File: src/rtl/uart_fft_framer.sv
// uart_fft_framer: request/response frame engine between the UART byte link
// and the FFT core. Assembles POINTS little-endian samples from RX bytes,
// streams them to the core, captures OUT_WORDS results and serialises them
// to the UART transmitter, least-significant byte first.
// Optional feature macro: FRAMER_SYNC_EN (a frame starts only after sync
// byte 8'hA5; other bytes in S_IDLE are dropped silently).
//
// state     | meaning
// ----------+------------------------------------------------------
// S_IDLE    | waiting for the first byte of a frame
// S_RX      | assembling input words from received bytes
// S_FEED    | streaming buffered samples to the FFT core
// S_RESULT  | capturing result words from the FFT core
// S_TX      | presenting next result byte, strobing the transmitter
// S_TX_WAIT | waiting for the transmitter to finish the byte
module uart_fft_framer #(
  parameter int WORD_SIZE   = 16,
  parameter int DATA_LENGTH = 8,
  parameter int POINTS      = 16,
  parameter int OUT_WORDS   = 32
) (
  input  logic                   i_clk,
  input  logic                   i_rst,
  input  logic [DATA_LENGTH-1:0] i_rx_byte,
  input  logic                   i_rx_valid,
  input  logic                   i_rx_error,
  output logic [WORD_SIZE-1:0]   o_sample,
  output logic                   o_sample_valid,
  input  logic                   i_sample_ready,
  input  logic [WORD_SIZE-1:0]   i_result,
  input  logic                   i_result_valid,
  output logic                   o_result_ready,
  output logic [DATA_LENGTH-1:0] o_tx_byte,
  output logic                   o_tx_start,
  input  logic                   i_tx_done,
  output logic                   o_busy,
  output logic                   o_frame_done,
  output logic                   o_frame_error,
  output logic                   o_overrun
);

  localparam int BPW = WORD_SIZE / DATA_LENGTH;
  localparam int BW  = $clog2(BPW + 1);
  localparam int PW  = $clog2(POINTS + 1);
  localparam int OW  = $clog2(OUT_WORDS + 1);
  // Buffer address widths; counters are one value wider so they never wrap.
  localparam int PIW = (POINTS > 1) ? $clog2(POINTS) : 1;
  localparam int OIW = (OUT_WORDS > 1) ? $clog2(OUT_WORDS) : 1;

  typedef enum logic [2:0] {
    S_IDLE, S_RX, S_FEED, S_RESULT, S_TX, S_TX_WAIT
  } state_t;

  state_t state_q, state_d;

  logic [BW-1:0] rx_byte_q, rx_byte_d;
  logic [PW-1:0] rx_word_q, rx_word_d;
  logic [PW-1:0] feed_idx_q, feed_idx_d;
  logic [OW-1:0] res_cnt_q, res_cnt_d;
  logic [BW-1:0] tx_byte_q, tx_byte_d;
  logic [OW-1:0] tx_word_q, tx_word_d;

  logic [WORD_SIZE-1:0]   sample_q, sample_d;
  logic                   sample_valid_q, sample_valid_d;
  logic                   result_ready_q, result_ready_d;
  logic [DATA_LENGTH-1:0] tx_out_q, tx_out_d;
  logic                   tx_start_q, tx_start_d;
  logic                   busy_q, busy_d;
  logic                   frame_done_q, frame_done_d;
  logic                   frame_error_q, frame_error_d;
  logic                   overrun_q, overrun_d;

  logic [WORD_SIZE-1:0] in_buf  [0:(1<<PIW)-1];
  logic [WORD_SIZE-1:0] out_buf [0:(1<<OIW)-1];

  logic                   in_wr, out_wr, rx_take;
  logic [WORD_SIZE-1:0]   wr_word, tx_word;
  logic [DATA_LENGTH-1:0] tx_sel;
  logic [PW-1:0]          feed_nxt;

  // Input word with the incoming byte merged into its lane.
  always_comb begin
    wr_word = in_buf[rx_word_q[PIW-1:0]];
    for (int b = 0; b < BPW; b++) begin
      if (rx_byte_q == BW'(b)) wr_word[b*DATA_LENGTH +: DATA_LENGTH] = i_rx_byte;
    end
  end

  // Byte lane of the current result word that goes out next.
  always_comb begin
    tx_word = out_buf[tx_word_q[OIW-1:0]];
    tx_sel  = '0;
    for (int b = 0; b < BPW; b++) begin
      if (tx_byte_q == BW'(b)) tx_sel = tx_word[b*DATA_LENGTH +: DATA_LENGTH];
    end
  end

  assign feed_nxt = feed_idx_q + 1'b1;

  // Next-state, counter and registered-output logic.
  always_comb begin
    state_d       = state_q;
    rx_byte_d     = rx_byte_q;
    rx_word_d     = rx_word_q;
    feed_idx_d    = feed_idx_q;
    res_cnt_d     = res_cnt_q;
    tx_byte_d     = tx_byte_q;
    tx_word_d     = tx_word_q;
    sample_d      = sample_q;
    tx_out_d      = tx_out_q;
    tx_start_d    = 1'b0;
    frame_done_d  = 1'b0;
    frame_error_d = 1'b0;
    overrun_d     = 1'b0;
    in_wr         = 1'b0;
    out_wr        = 1'b0;
    rx_take       = 1'b0;

    case (state_q)
      S_IDLE, S_RX: begin
        if (i_rx_error) begin
          // Error wins over a simultaneous byte; partial frame is dropped.
          frame_error_d = 1'b1;
          state_d       = S_IDLE;
        end else if (i_rx_valid) begin
`ifdef FRAMER_SYNC_EN
          if (state_q == S_RX) begin
            rx_take = 1'b1;
          end else if (i_rx_byte == DATA_LENGTH'(8'hA5)) begin
            state_d = S_RX;
          end
`else
          rx_take = 1'b1;
`endif
        end
      end
      S_FEED: begin
        if (i_sample_ready) begin
          feed_idx_d = feed_nxt;
          if (feed_idx_q == PW'(POINTS - 1)) state_d = S_RESULT;
          else sample_d = in_buf[feed_nxt[PIW-1:0]];
        end
      end
      S_RESULT: begin
        if (i_result_valid) begin
          out_wr    = 1'b1;
          res_cnt_d = res_cnt_q + 1'b1;
          if (res_cnt_q == OW'(OUT_WORDS - 1)) state_d = S_TX;
        end
      end
      S_TX: begin
        tx_out_d   = tx_sel;
        tx_start_d = 1'b1;
        state_d    = S_TX_WAIT;
      end
      S_TX_WAIT: begin
        if (i_tx_done) begin
          if (tx_word_q == OW'(OUT_WORDS - 1) && tx_byte_q == BW'(BPW - 1)) begin
            frame_done_d = 1'b1;
            state_d      = S_IDLE;
          end else begin
            state_d = S_TX;
            if (tx_byte_q == BW'(BPW - 1)) begin
              tx_byte_d = '0;
              tx_word_d = tx_word_q + 1'b1;
            end else begin
              tx_byte_d = tx_byte_q + 1'b1;
            end
          end
        end
      end
      default: state_d = S_IDLE;
    endcase

    if (rx_take) begin
      in_wr = 1'b1;
      if (rx_byte_q == BW'(BPW - 1)) begin
        rx_byte_d = '0;
        rx_word_d = rx_word_q + 1'b1;
      end else begin
        rx_byte_d = rx_byte_q + 1'b1;
      end
      if (rx_word_q == PW'(POINTS - 1) && rx_byte_q == BW'(BPW - 1)) begin
        state_d = S_FEED;
        // With a single-word frame, word 0 is still being written this edge.
        sample_d = (POINTS == 1) ? wr_word : in_buf['0];
      end else begin
        state_d = S_RX;
      end
    end

    if (i_rx_valid && state_q != S_IDLE && state_q != S_RX) overrun_d = 1'b1;

    if (state_d == S_IDLE) begin
      rx_byte_d  = '0;
      rx_word_d  = '0;
      feed_idx_d = '0;
      res_cnt_d  = '0;
      tx_byte_d  = '0;
      tx_word_d  = '0;
    end

    sample_valid_d = (state_d == S_FEED);
    result_ready_d = (state_d == S_RESULT);
    busy_d         = (state_d != S_IDLE);
  end

  // State, counters and output registers.
  always_ff @(posedge i_clk or negedge i_rst) begin
    if (!i_rst) begin
      state_q        <= S_IDLE;
      rx_byte_q      <= '0;
      rx_word_q      <= '0;
      feed_idx_q     <= '0;
      res_cnt_q      <= '0;
      tx_byte_q      <= '0;
      tx_word_q      <= '0;
      sample_q       <= '0;
      sample_valid_q <= 1'b0;
      result_ready_q <= 1'b0;
      tx_out_q       <= '0;
      tx_start_q     <= 1'b0;
      busy_q         <= 1'b0;
      frame_done_q   <= 1'b0;
      frame_error_q  <= 1'b0;
      overrun_q      <= 1'b0;
    end else begin
      state_q        <= state_d;
      rx_byte_q      <= rx_byte_d;
      rx_word_q      <= rx_word_d;
      feed_idx_q     <= feed_idx_d;
      res_cnt_q      <= res_cnt_d;
      tx_byte_q      <= tx_byte_d;
      tx_word_q      <= tx_word_d;
      sample_q       <= sample_d;
      sample_valid_q <= sample_valid_d;
      result_ready_q <= result_ready_d;
      tx_out_q       <= tx_out_d;
      tx_start_q     <= tx_start_d;
      busy_q         <= busy_d;
      frame_done_q   <= frame_done_d;
      frame_error_q  <= frame_error_d;
      overrun_q      <= overrun_d;
    end
  end

  // Frame buffers carry data only, so they are not reset.
  always_ff @(posedge i_clk) begin
    if (in_wr)  in_buf[rx_word_q[PIW-1:0]]  <= wr_word;
    if (out_wr) out_buf[res_cnt_q[OIW-1:0]] <= i_result;
  end

  assign o_sample       = sample_q;
  assign o_sample_valid = sample_valid_q;
  assign o_result_ready = result_ready_q;
  assign o_tx_byte      = tx_out_q;
  assign o_tx_start     = tx_start_q;
  assign o_busy         = busy_q;
  assign o_frame_done   = frame_done_q;
  assign o_frame_error  = frame_error_q;
  assign o_overrun      = overrun_q;

endmodule

File: config.mk
export PLATFORM = sky130hd
export DESIGN_NAME = uart_fft_framer
export DESIGN_NICKNAME = d
export VERILOG_FILES = /design/src/rtl/uart_fft_framer.sv
export SDC_FILE = /design/constraint.sdc
export NUM_CORES = 1
export LEC_CHECK = 0
export CAP_MARGIN = 20
export CORE_MARGIN = 4
export CORE_UTILIZATION = 62
export CTS_CLUSTER_SIZE = 12
export DETAILED_ROUTE_END_ITERATION = 6
export PLACE_DENSITY_LB_ADDON = 0.12
export SKIP_LAST_GASP = 1
export SLEW_MARGIN = 25
export SYNTH_ARGS = -nofsm -noshare
export SYNTH_HDL_FRONTEND = slang
export SYNTH_SLANG_ARGS = --single-unit
File: constraint.sdc
create_clock -name i_clk -period 3.2 [get_ports i_clk]
set_input_delay 0.96 -clock i_clk [delete_from_list [all_inputs] [get_ports i_clk]]
set_output_delay 0.96 -clock i_clk [all_outputs]
set_load 0.05 [all_outputs]
-- Word level (Yosys, flattened, before mapping)
Memory sizes are Yosys's and may differ from the RTL's.
Cells that the tools add are included.
- RAM bits: 768
- bits in registers: 60
- output and inout bits: 31
- input bits: 31
- logic and storage cells: 126
- memories: 2
- $add $sub $neg: 6
- muxes and demuxes: 58
- reductions and logical operators: 27
- eq/ne operators: 17
- memory list (memory ; depth ; width ; read ports ; clocked after memory_dff ; wr ports ; RTL line ; source):
    out_buf ; 32 ; 16 ; 1 ; 0 ; 1 ; 74 ; logic [WORD_SIZE-1:0] out_buf [0:(1<<OIW)-1];
    in_buf ; 16 ; 16 ; 2 ; 0 ; 1 ; 73 ; logic [WORD_SIZE-1:0] in_buf [0:(1<<PIW)-1];
- operator list (kind ; number):
    $mux 16 ; 5
    $mux 6 ; 8
    $mux 8 ; 4
    $mux 5 ; 6
    $mux 3 ; 8
    $mux 2 ; 9
    $reduce_bool 2->1 ; 9
    $mux 1 ; 17
    $pmux 3 s5 ; 1
    $add 6x1->6 const B ; 2
    $eq 3x2->1 const B ; 4
    $eq 6x5->1 const B ; 2
    $add 5x1->5 const B ; 2
    $eq 5x4->1 const B ; 2
    $reduce_and 2->1 ; 5
    $eq 3x3->1 const B ; 2
    $logic_not 3->1 ; 2
    $reduce_bool 3->1 ; 2
    $add 2x1->2 const B ; 2
    $eq 2x1->1 const B ; 2
    $logic_and 1x1->1 ; 4
    $logic_not 2->1 ; 2
    $reduce_and 4->1 ; 1
    $eq 3x1->1 const B ; 1
    other kinds (5) ; 6

-- Longest topological paths before layout
Gate-level depths: netlist of run 1.
- depth in word-level cells: 9
- gate-level depth with buffers: 9
- gate-level depth less buffers: 7

-- Worst setup path after synthesis of run 1
Ideal clock, no wire load.
- path kind: input-to-reg
- start point: input i_rx_error
- end point: memory in_buf[0][0] (enable)
- arrival time: 2.337 ns
- slack: 0.493 ns
- setup time: 0.370 ns
- cell stages on the path: 4
- data required time: 2.830 ns
- path buffers: 0
- cells stage by stage: nor4b_4 > nor3b_1 > nand2_1 > nor2_1
- longest elaborated chain between the ends: 6
- RTL lines (element ; RTL line ; source):
    start, declared ; 26 ; input logic i_rx_error,
    $mux 1 ; 121 ; if (i_rx_error) begin
    $mux 1 ; 119 ; case (state_q)
    $mux 1 ; 175 ; if (rx_take) begin
    $mux 1 ; 249 ; if (in_wr) in_buf[rx_word_q[PIW-1:0]] <= wr_word;
    $mux 1 (not written as such) ; 249 ;
    $reduce_and 2->1 (no line) ; n/a ;
    end, declared ; 73 ;
No other way between the ends.

-- Worst setup path after layout of run 1
- start point: register tx_out_q[6] (netlist: o_tx_byte[6])
- end point: output o_tx_byte[6]
- RTL lines (element ; RTL line ; source):
    start, declared ; 66 ; logic [DATA_LENGTH-1:0] tx_out_q, tx_out_d;
    start signal, assigned ; 238 ; tx_out_q <= tx_out_d;
    end, declared ; 33 ; output logic [DATA_LENGTH-1:0] o_tx_byte,
No word-level cell between the ends.

==> results of run 1 <==
==> state kept, by name, summed over array words and instances (netlist names), 3 cells and up <==
| register | cells |
|---|---|
| feed_idx_q | 5 |
| in_buf | 256 |
| o_sample | 16 |
| o_tx_byte | 8 |
| out_buf | 512 |
| res_cnt_q | 6 |
| rx_word_q | 5 |
| state_q | 3 |
| tx_word_q | 6 |
==> per-layer routing <==
layer  GRT usage (%)  wire [um]  up-vias
met3            4.40       5430      116
met1            37.4      28800     8573
met2            42.8      36500      728
met4            6.79       1690        0
li1                -          -     7041
met5               0          0        -
==> area by class of cell <==
| type | instances | area share, % |
|---|---|---|
| tap | 680 | 2.29 |
| clock buffer | 139 | 6.53 |
| timing repair buffer | 200 | 4.94 |
| clock inverter | 10 | 0.303 |
| inverter | 9 | 0.0908 |
| sequential | 828 | 66.0 |
| multi-input combinational | 698 | 19.8 |
==> per-stage QoR <==
step                      instance area (sq um)  cells  hold WS (ns)  power (mW)  util (%)
after floorplan                           32400   1627         0.492        15.9         -
after global placement                    34700   2415         0.511        17.7      67.3
after detailed placement                  34700   2415         0.520        17.7      67.3
after CTS                                 37200   2564         0.465        26.8      72.2
after global routing                      37200   2564         0.481        27.6      72.2
final                                     37200   2564         0.430        26.7      72.2
==> power by group <==
| part | switching [mW] | total (mW) | internal [mW] |
|---|---|---|---|
| clock network | 3.85 | 9.10 | 5.25 |
| registers | 0.334 | 12.3 | 12.0 |
| logic | 3.00 | 5.25 | 2.25 |
| total | 7.19 | 26.7 | 19.5 |
==> worst paths after layout <==
path	endpoint	slack, ns
min in group i_clk	o_sample[3]	0.54
worst min register to register	o_sample[3]	0.54
worst max register to register	o_tx_byte[2]	0.45
worst min-delay path	o_sample[6]	0.43
worst max-delay path	o_tx_byte[6]	0.33
max in group asynchronous	tx_word_q[0]	2.09
==> cell families after synthesis <==
kind of cell	count (synthesis)	share of synthesized area [%]
muxes	291	14.8
xor gates and xnor gates	19	0.513
DFF	828	75.8
buffers and inverters	101	1.57
adders and majority gates	12	0.463
AOI/OAI and AO/OA	174	3.93
and+or+nand+nor	202	3.00
==> cells in the final DEF, fill, tap and decap left out, types with 17 or more instances in the layout <==
cell             Yosys  layout
edfxtp_1           768     768
mux4_2             141     141
buf_4                6     125
nor2_1             111     110
mux2i_1             99      99
clkbuf_16            0      85
clkdlybuf4s50_1      0      60
dfrtp_1             60      57
a22oi_1             48      48
mux2_2              48      48
clkbuf_1            34      44
nand2_1             29      29
o211ai_1            18      18
a21oi_1             18      18
o31ai_1             17      17
==> synthesized netlist by cell type (all sizes together) (2+ instances only) <==
| cell | count |
|---|---|
| inv | 9 |
| a22o | 16 |
| buf | 57 |
| o22ai | 16 |
| clkbuf | 35 |
| nand3b | 2 |
| nand3 | 3 |
| o211ai | 18 |
| o21a | 9 |
| and4b | 2 |
| or2 | 4 |
| nor2 | 111 |
| a221o | 8 |
| and2 | 3 |
| ha | 12 |
| xor2 | 9 |
| nor3 | 4 |
| xnor2 | 10 |
| a21oi | 18 |
| o31ai | 17 |
| mux2 | 48 |
| nor4b | 2 |
| a22oi | 48 |
| nand2 | 29 |
| nor3b | 6 |
| nand2b | 7 |
| dfrtp | 60 |
| a211oi | 4 |
| mux4 | 144 |
| mux2i | 99 |
| edfxtp | 768 |
| nor2b | 4 |
| a31oi | 16 |
| and3 | 7 |
| and3b | 3 |
| nand4 | 12 |
==> metrics.md, run 1 <==
| Metric | Value |
|---|---|
| Final #Nets | `roughly 1900` |
| Boundary Pins | `62` |
| Maximum clock path buffer count | `3` |
| CP arrival | `about 1.9 ns` |
| Largest net degree at the start of global routing | `68` |
| TritonCTS Buffers | `83` |
| Num rows | `a little over 80` |
| Setup violations, final | `0` |
| Max Clock Skew | `0.0233 ns` |
| Overflow after GRT | `0` |
| Die Y | `237 um` |
| Worst setup startpoint | `o_tx_byte[6]` |
| Die width | `237 um` |
| Final Max Slew Viols | `0` |
| Worst Path Buf+Inv | `1` |
| Cell taking the most area after synthesis | `edfxtp_1` |
| Tmin final | `2.87 ns` |
| DR pass1 iterations | `5` |
| H-Tree Depth | `3` |
| Post-CTS Setup Bufs | `0` |
| Routability Congestion | `around 0.83` |
| Crit path capture type | `output port` |
| Share of layout cells above drive strength 1 | `a little under a quarter` |
| Setup WS post-layout | `0.329 ns` |
| Critical path's slowest cell | `clkdlybuf4s50_1` |
| Final period utilization | `approximately nine tenths` |
| YS warnings | `0` |
| PD cells | `716 nW/um^2` |
| Area of the multi-input gates | `7370 sq um` |
| Clk_lat worst skew | `0.63 ns` |
| Register area share after synthesis | `75.8%` |
| Initial antenna violation count | `0` |
| RSZ-0062 raised after global routing | `no` |
| Initial drt markers | `roughly 2100` |
| Full die area | `between 50000 and 60000 sq um` |
| CP Launch Type | `flip-flop` |
| Post-Syn Area per Cell | `19.9 sq um` |
| Synth Register Bits | `approximately 830` |
| Vias/cell | `6.42` |
| Core area | `51500 sq um` |
| Via count | `16500` |
| Lkg Pwr | `12.4 nW` |
| Post-synth EDFFs | `768` |
| FF-to-FF path depth | `5` |
| Hold Buf Count CTS | `0` |
| Residual DRC count | `0` |
| Gate Count Post-Synth | `~1600` |
| Max frequency | `348 MHz` |
| Top FF cell, synth | `edfxtp_1` |
| Crit path cell chain | `clkdlybuf4s50_1` |
| First-pass GRT wire length | `109 mm` |
| Final hold violation count | `0` |
| Routed WL | `72.4 mm` |
| Post-DP HPWL | `44.6 mm` |
| ANT cells | `0` |
| Tightest Pin Transition | `0.892 ns` |
| Crit. path cell count | `1` |
| Avg WL per Cell | `28.2 um` |
| Async SR Flop Fraction | `7.25%` |
| Starting density of the core | `62.9%` |
| Crit-path leading delay family | `buffers and inverters` |
| Post-route ant nets | `0` |
| Post-Syn Nets | `between 1500 and 2000` |
| Vias in the first global route | `between 15000 and 20000` |
| Sequential Area | `24600 sq um` |
| Status | `complete, no violations` |
| Filler cells | `3083` |
| Setup Total Neg Slack | `0 ns` |
| Netlist cell types | `52` |
| Max VDD drop | `0.000561 V` |
| Hold WC Path Type | `in -> async` |
| IO Port Bufs | `between 60 and 70` |
| Slew HR | `40.5%` |
| Setup CP Type | `reg -> out` |
| Clk sinks | `~830` |
| CP Max Fanout | `2` |
| Worst Path Required | `2.24 ns` |
| Beginning of the worst register-to-register path | `tx_word_q[0]` |
| Setup WS pre-CTS | `0.112 ns` |
| Max Cap Violations | `0` |
| Syn-to-layout area delta | `14.8%` |
| Clk slew on worst S/H paths | `0.06 ns` |
| GRT Total Usage | `26.1%` |
| Area share of the largest cell type after synthesis | `71.1%` |
| CP peak stage delay | `0.85 ns` |
| Post-CTS sizing | `0` |
| Synth top area cells | `edfxtp_1 71%, mux4_2 9.8%, dfrtp_1 4.6%` |
| CTS tree | `built` |
| Clock Tree Root | `clkbuf_16` |
| Post-Syn Area | `32400 sq um` |
(Power assumes the default switching activity.)
==> run 2: changes to the inputs <==
--- a/config.mk
+++ b/config.mk
@@ -6,6 +6,7 @@
 export NUM_CORES = 1
 export LEC_CHECK = 0
 export CAP_MARGIN = 20
+export CORE_ASPECT_RATIO = 0.75
 export CORE_MARGIN = 4
 export CORE_UTILIZATION = 62
 export CTS_CLUSTER_SIZE = 12
==> run 2 against run 1 <==
Net effect:
- register-to-register slack lost 0.06 ns
- maximum frequency down 0.15%
- clock-buffer cell count fell by 11
- first-iteration DRC count shrank 2.7%
- cell area hardly changed
- critical path type unchanged
- largest cell class unchanged
==> metrics.md, run 2 (synthesis gave the netlist of run 1 again) <==
| Metric | Value |
|---|---|
| Critical path's slowest cell | `clkdlybuf4s50_1` |
| Worst Setup EP | `o_sample[3]` |
| Setup violations, final | `0 (unchanged)` |
| Met1 Usage GRT | `42.1% (+4.7 points)` |
| Routability Congestion | `0.845 (+1.9%)` |
| RSZ-0062 raised after global routing | `no` |
| Crit path cell chain | `clkdlybuf4s50_1` |
| Overflow after GRT | `0 (unchanged)` |
| Maximum clock path buffer count | `3 (unchanged)` |
| Final #Nets | `1860 (-0.16%)` |
| Area of the multi-input gates | `7370 sq um (unchanged)` |
| Avg WL per Cell | `28.4 um (+0.70%)` |
| Full die area | `56000 sq um (about the same)` |
| CTS tree | `built` |
| Fin util | `72.0% (-0.22 points)` |
| Share of layout cells above drive strength 1 | `23.6% (-0.33 points)` |
| Vias/cell | `6.40 (-0.33%)` |
| Initial antenna violation count | `2 (+2)` |
| Post-DP HPWL | `44.5 mm (about the same)` |
| Max VDD drop | `0.000429 V (-24%)` |
| R2R Path End | `o_tx_byte[6]` |
| Slew HR | `36.2% (-4.4 points)` |
| Post-CTS sizing | `0 (unchanged)` |
| GR peak layer | `met1` |
| DR pass1 iterations | `7 (+2)` |
| Final Max Slew Viols | `0 (unchanged)` |
| FF-to-FF path depth | `6 (+1)` |
| Most frequent cells in the layout | `768 x edfxtp_1, 141 x mux4_2, 116 x buf_4, 110 x nor2_1, 99 x mux2i_1` |
| Crit. path cell count | `1 (unchanged)` |
| Starting density of the core | `62.8% (-0.13 points)` |
| Tmin final | `2.88 ns (+0.00445 ns)` |
| Worst setup startpoint | `o_sample[3]` |
| Final hold violation count | `0 (unchanged)` |
| Max Cap Violations | `0 (unchanged)` |
| Commonest non-fill, non-tap cell in the layout | `edfxtp_1` |
| Beginning of the worst register-to-register path | `tx_word_q[0]` |
| GRT Total Usage | `26.8% (+0.71 points)` |
| Clock Tree Root | `clkbuf_16` |
| Lkg Pwr | `12.3 nW (-0.43%)` |
| Tightest Pin Transition | `0.953 ns (+0.0612 ns)` |
| Crit-path leading delay family | `buffers and inverters` |
| Hold Buf Count CTS | `0 (unchanged)` |
| Crit path capture type | `output port` |
| Num rows | `72 (-13%)` |
| TritonCTS Buffers | `81 (-2.4%)` |
| Post-route ant nets | `0 (unchanged)` |
| CP Max Fanout | `2 (unchanged)` |
| Largest net degree at the start of global routing | `68 (unchanged)` |
| Initial drt markers | `2049 (-2.7%)` |
| CP arrival | `1.92 ns (about the same)` |
| Filler cells | `3073 (-0.32%)` |
| Routed WL | `73.2 mm (+1.2%)` |
| Post-CTS Setup Bufs | `0 (unchanged)` |
| Sequential Area | `24600 sq um (unchanged)` |
| Die Y | `206 um (-13%)` |
| M2 GR Usage | `36.9% (-5.9 points)` |
| Vias in the first global route | `16300 (-2.6%)` |
| Max frequency | `348 MHz (-0.15%)` |
| Residual DRC count | `0 (unchanged)` |
| Final period utilization | `89.8% (+0.14 points)` |
| Clk sinks | `828 (unchanged)` |
| Syn-to-layout area delta | `14.7% (about the same)` |
| WHS | `0.336 ns (-0.0938 ns)` |
| Status | `complete, no violations` |
| CP peak stage delay | `0.85 ns (about the same)` |
| Largest register FFs | `512 (unchanged)` |
| Setup CP Type | `reg -> out` |
| Boundary Pins | `62 (unchanged)` |
| Hold WC Path Type | `in -> async` |
| Total power | `26.5 mW (-0.76%)` |
| CP Launch Type | `flip-flop` |
| Clk slew on worst S/H paths | `0.06 ns (about the same)` |
| Via count | `16500 (+0.14%)` |
| Max Clock Skew | `0.0277 ns (+0.00440 ns)` |
| IO Port Bufs | `61 (unchanged)` |
| Die width | `272 um (+15%)` |
| H-Tree Depth | `3 (unchanged)` |
| Clk_lat worst skew | `0.63 ns (about the same)` |
| First-pass GRT wire length | `109 mm (-0.30%)` |
| Core area | `51600 sq um (+0.21%)` |
| R2r setup slk | `0.39 ns (-0.06 ns)` |
| Setup Total Neg Slack | `0 ns (unchanged)` |
| Worst Path Required | `2.24 ns (about the same)` |
| PD cells | `712 nW/um^2 (-0.66%)` |
| Worst Path Buf+Inv | `1 (unchanged)` |
| Met3 usage | `9.88% (+5.5 points)` |
run 2: changes by cell type in the layout (fill, tap and decap cells not counted), sizes merged:
cell	delta
bufinv	-1
clkinv	+4
buf	-1
diode	+1
inv	-3
clkbuf	-11
run 2: area by class of cell:
cell class	count	area share, %
flip-flops and latches	828	66.1
multi-input cells	698	19.8
clock buffers	128	6.15
repair buffers	199	5.20
well taps	703	2.37
clock inverters	10	0.259
inverters	9	0.0909
diodes	1	0.00673
run 2: layer usage:
metal / wire [um] / vias to the layer above
met2: 31700 / 840
li1: - / 7024
met5: 0 / -
met1: 31300 / 8541
met3: 9220 / 76
met4: 1030 / 0
run 2: per-stage QoR:
step / instances / instance area [sq um] / setup slack, ns
global route: 2576 / 37200 / 0.203
global placement: 2437 / 34800 / 0.217
finish: 2576 / 37200 / 0.325
floorplan: 1627 / 32400 / 0.493
CTS: 2575 / 37200 / 0.294
detailed placement: 2437 / 34800 / 0.193
run 2: how the worst min path moves through the flow:
stage | startpoint | endpoint | slack [ns] | cells past startpoint
6_report | i_rst | o_sample[11] | 0.34 | 1
3_3_place_gp | o_tx_byte[4] | o_tx_byte[4] | 0.52 | 1
3_5_place_dp | o_tx_byte[5] | o_tx_byte[5] | 0.51 | 1
2_1_floorplan | in_buf[0][0] | o_sample[0] | 0.49 | 2
4_1_cts | i_rst | o_tx_byte[7] | 0.35 | 1
5_1_grt | i_rst | o_frame_done | 0.36 | 1
run 2: report_power, final:
| part | switching, mW | internal [mW] |
|---|---|---|
| clock | 3.77 | 4.89 |
| combinational | 3.16 | 2.36 |
| sequential | 0.300 | 12.0 |
==> run 3: changes to the inputs <==
--- a/config.mk
+++ b/config.mk
@@ -9,6 +9,7 @@
 export CORE_ASPECT_RATIO = 0.75
 export CORE_MARGIN = 4
 export CORE_UTILIZATION = 62
+export CTS_CLUSTER_DIAMETER = 40
 export CTS_CLUSTER_SIZE = 12
 export DETAILED_ROUTE_END_ITERATION = 6
 export PLACE_DENSITY_LB_ADDON = 0.12
==> run 3 against run 2 <==
Net effect:
- setup slack worse by 0.056 ns
- register-to-register slack about the same
- clock-buffer cell count down 13
- clock skew down 0.0051 ns
- critical path depth unchanged
- global-route usage up 0.065 points
- non-clock buffer count unchanged
- highest routed layer is now met5
- flip-flop and latch count unchanged
- cell count up 0.31%
- critical endpoint unchanged
- combinational power about the same
==> metrics.md, run 3 (synthesis gave the netlist of run 1 again) <==
| Metric | Value |
|---|---|
| Initial antenna violation count | `2 (unchanged)` |
| Setup Total Neg Slack | `0 ns (unchanged)` |
| Commonest non-fill, non-tap cell in the layout | `edfxtp_1` |
| Clk sinks | `828 (unchanged)` |
| Vias/cell | `6.41 (+0.25%)` |
| Crit path capture type | `output port` |
| Post-route design area | `37400 sq um (+0.65%)` |
| Clk slew on worst S/H paths | `0.06 ns (about the same)` |
| Placed cells | `2437 (unchanged)` |
| Final #Nets | `1866 (+0.32%)` |
| IO Port Bufs | `61 (unchanged)` |
| Avg WL per Cell | `28.5 um (+0.10%)` |
| GRT Total Usage | `26.8% (+0.065 points)` |
| Clock Tree Root | `clkbuf_16` |
| H-Tree Depth | `3 (unchanged)` |
| Crit path cell chain | `clkdlybuf4s50_1` |
| R2r setup slk | `0.39 ns (about the same)` |
| Max Cap Violations | `0 (unchanged)` |
| Total power | `27.1 mW (+2.5%)` |
| Routability Congestion | `0.845 (unchanged)` |
| Core area | `51600 sq um (unchanged)` |
| Post-CTS sizing | `0 (unchanged)` |
| Setup WS post-layout | `0.269 ns (-0.0557 ns)` |
| Initial drt markers | `2094 (+2.2%)` |
| Setup WS pre-CTS | `0.193 ns (unchanged)` |
| Starting density of the core | `62.8% (unchanged)` |
| Final Max Slew Viols | `0 (unchanged)` |
| FF-to-FF path depth | `6 (unchanged)` |
| Area of the multi-input gates | `7370 sq um (unchanged)` |
| TritonCTS Buffers | `87 (+7.4%)` |
| Crit. path cell count | `1 (unchanged)` |
| Setup violations, final | `0 (unchanged)` |
| PD cells | `725 nW/um^2 (+1.9%)` |
| Largest register FFs | `512 (unchanged)` |
| Hold Buf Count CTS | `0 (unchanged)` |
| Syn-to-layout area delta | `15.4%` |
| Num rows | `72 (unchanged)` |
| Routed WL | `73.5 mm (+0.42%)` |
| Post-DP HPWL | `44.5 mm (unchanged)` |
| Die width | `272 um (unchanged)` |
| Post-route ant nets | `0 (unchanged)` |
| Worst Path Required | `2.24 ns (about the same)` |
| Lkg Pwr | `12.4 nW (+1.2%)` |
| Tmin final | `2.93 ns (+0.0557 ns)` |
| Sequential Area | `24600 sq um (unchanged)` |
| Vias in the first global route | `16400 (+0.27%)` |
| Crit-path leading delay family | `buffers and inverters` |
| Status | `complete, no violations` |
| Max VDD drop | `0.000476 V (+11%)` |
| RSZ-0062 raised after global routing | `no` |
| Hold WC Path Type | `in -> async` |
| Post-CTS Setup Bufs | `0 (unchanged)` |
| Final hold violation count | `0 (unchanged)` |
| WHS | `0.303 ns (-0.0335 ns)` |
| Slew HR | `38.4% (+2.2 points)` |
| CTS tree | `built` |
| Full die area | `56000 sq um (unchanged)` |
| Residual DRC count | `0 (unchanged)` |
| Share of layout cells above drive strength 1 | `24.8% (+1.2 points)` |
| Max frequency | `341 MHz (-1.9%)` |
| Fin util | `72.5% (+0.47 points)` |
| CP Max Fanout | `2 (unchanged)` |
| Largest net degree at the start of global routing | `68 (unchanged)` |
| Via count | `16600 (+0.56%)` |
| CP Launch Type | `flip-flop` |
| Final period utilization | `91.6% (+1.7 points)` |
| Maximum clock path buffer count | `3 (unchanged)` |
| Filler cells | `3040 (-1.1%)` |
| Critical path's slowest cell | `clkdlybuf4s50_1` |
| Beginning of the worst register-to-register path | `tx_word_q[0]` |
| Most frequent cells in the layout | `768 x edfxtp_1, 141 x mux4_2, 116 x buf_4, 110 x nor2_1, 99 x mux2i_1` |
| Max Clock Skew | `0.0225 ns (-0.00514 ns)` |
| CP peak stage delay | `0.86 ns (about the same)` |
| Non-Filler Instances | `2584 (+0.31%)` |
| Setup CP Type | `reg -> out` |
| Die Y | `206 um (unchanged)` |
| First-pass GRT wire length | `109 mm (+0.19%)` |
| Tightest Pin Transition | `0.921 ns (-0.0326 ns)` |
| Worst Path Buf+Inv | `1 (unchanged)` |
| Overflow after GRT | `0 (unchanged)` |
| Placement Cell Area | `34800 sq um (unchanged)` |
| Clk_lat worst skew | `0.64 ns (about the same)` |
| Boundary Pins | `62 (unchanged)` |
| CP arrival | `1.97 ns (+0.05 ns)` |
| DR pass1 iterations | `7 (unchanged)` |
| R2R Path End | `o_tx_byte[4]` |
[run 3: cell types whose count changed in the layout (fill, tap and decap cells not counted)]
cell       change
bufinv_16      +3
clkbuf_1      -17
clkbuf_16      +4
clkinv_2      +10
clkinv_4       +5
clkinv_8       -2
inv_16         +1
inv_6          +4
[run 3: where the power goes]
group	switching [mW]	internal, mW	total, mW
logic	3.15	2.36	5.51
registers	0.299	12.0	12.3
clock network	3.99	5.36	9.35
total	7.45	19.7	27.1
[run 3: metal layers]
| layer | global-route usage [%] | up-vias | part of all wire, % |
|---|---|---|---|
| met1 | 42.6 | 8551 | 43 |
| met3 | 8.89 | 83 | 13 |
| met5 | 0 | - | 0.018 |
| met2 | 36.9 | 896 | 43 |
| met4 | 5.76 | 2 | 1.5 |
| li1 | - | 7042 | - |
[run 3: cell type report]
type	instances	share of cell area, %
antenna	1	0.00669
clock buffer	115	6.21
clock inverter	31	0.809
inverter	9	0.0903
multi-input combinational	698	19.7
sequential	828	65.7
tap	703	2.35
timing repair buffer	199	5.16
[run 3: worst max-delay path by stage]
stage                           endpoint    startpoint  slack [ns]
final                        o_sample[3]   o_sample[3]        0.27
after global routing        o_tx_byte[0]  tx_word_q[0]        0.24
after CTS                    o_sample[3]   o_sample[3]        0.28
after detailed placement    in_buf[4][7]    i_rx_valid        0.19
after global placement    in_buf[11][13]    i_rx_valid        0.22
after floorplan             in_buf[0][0]    i_rx_error        0.49
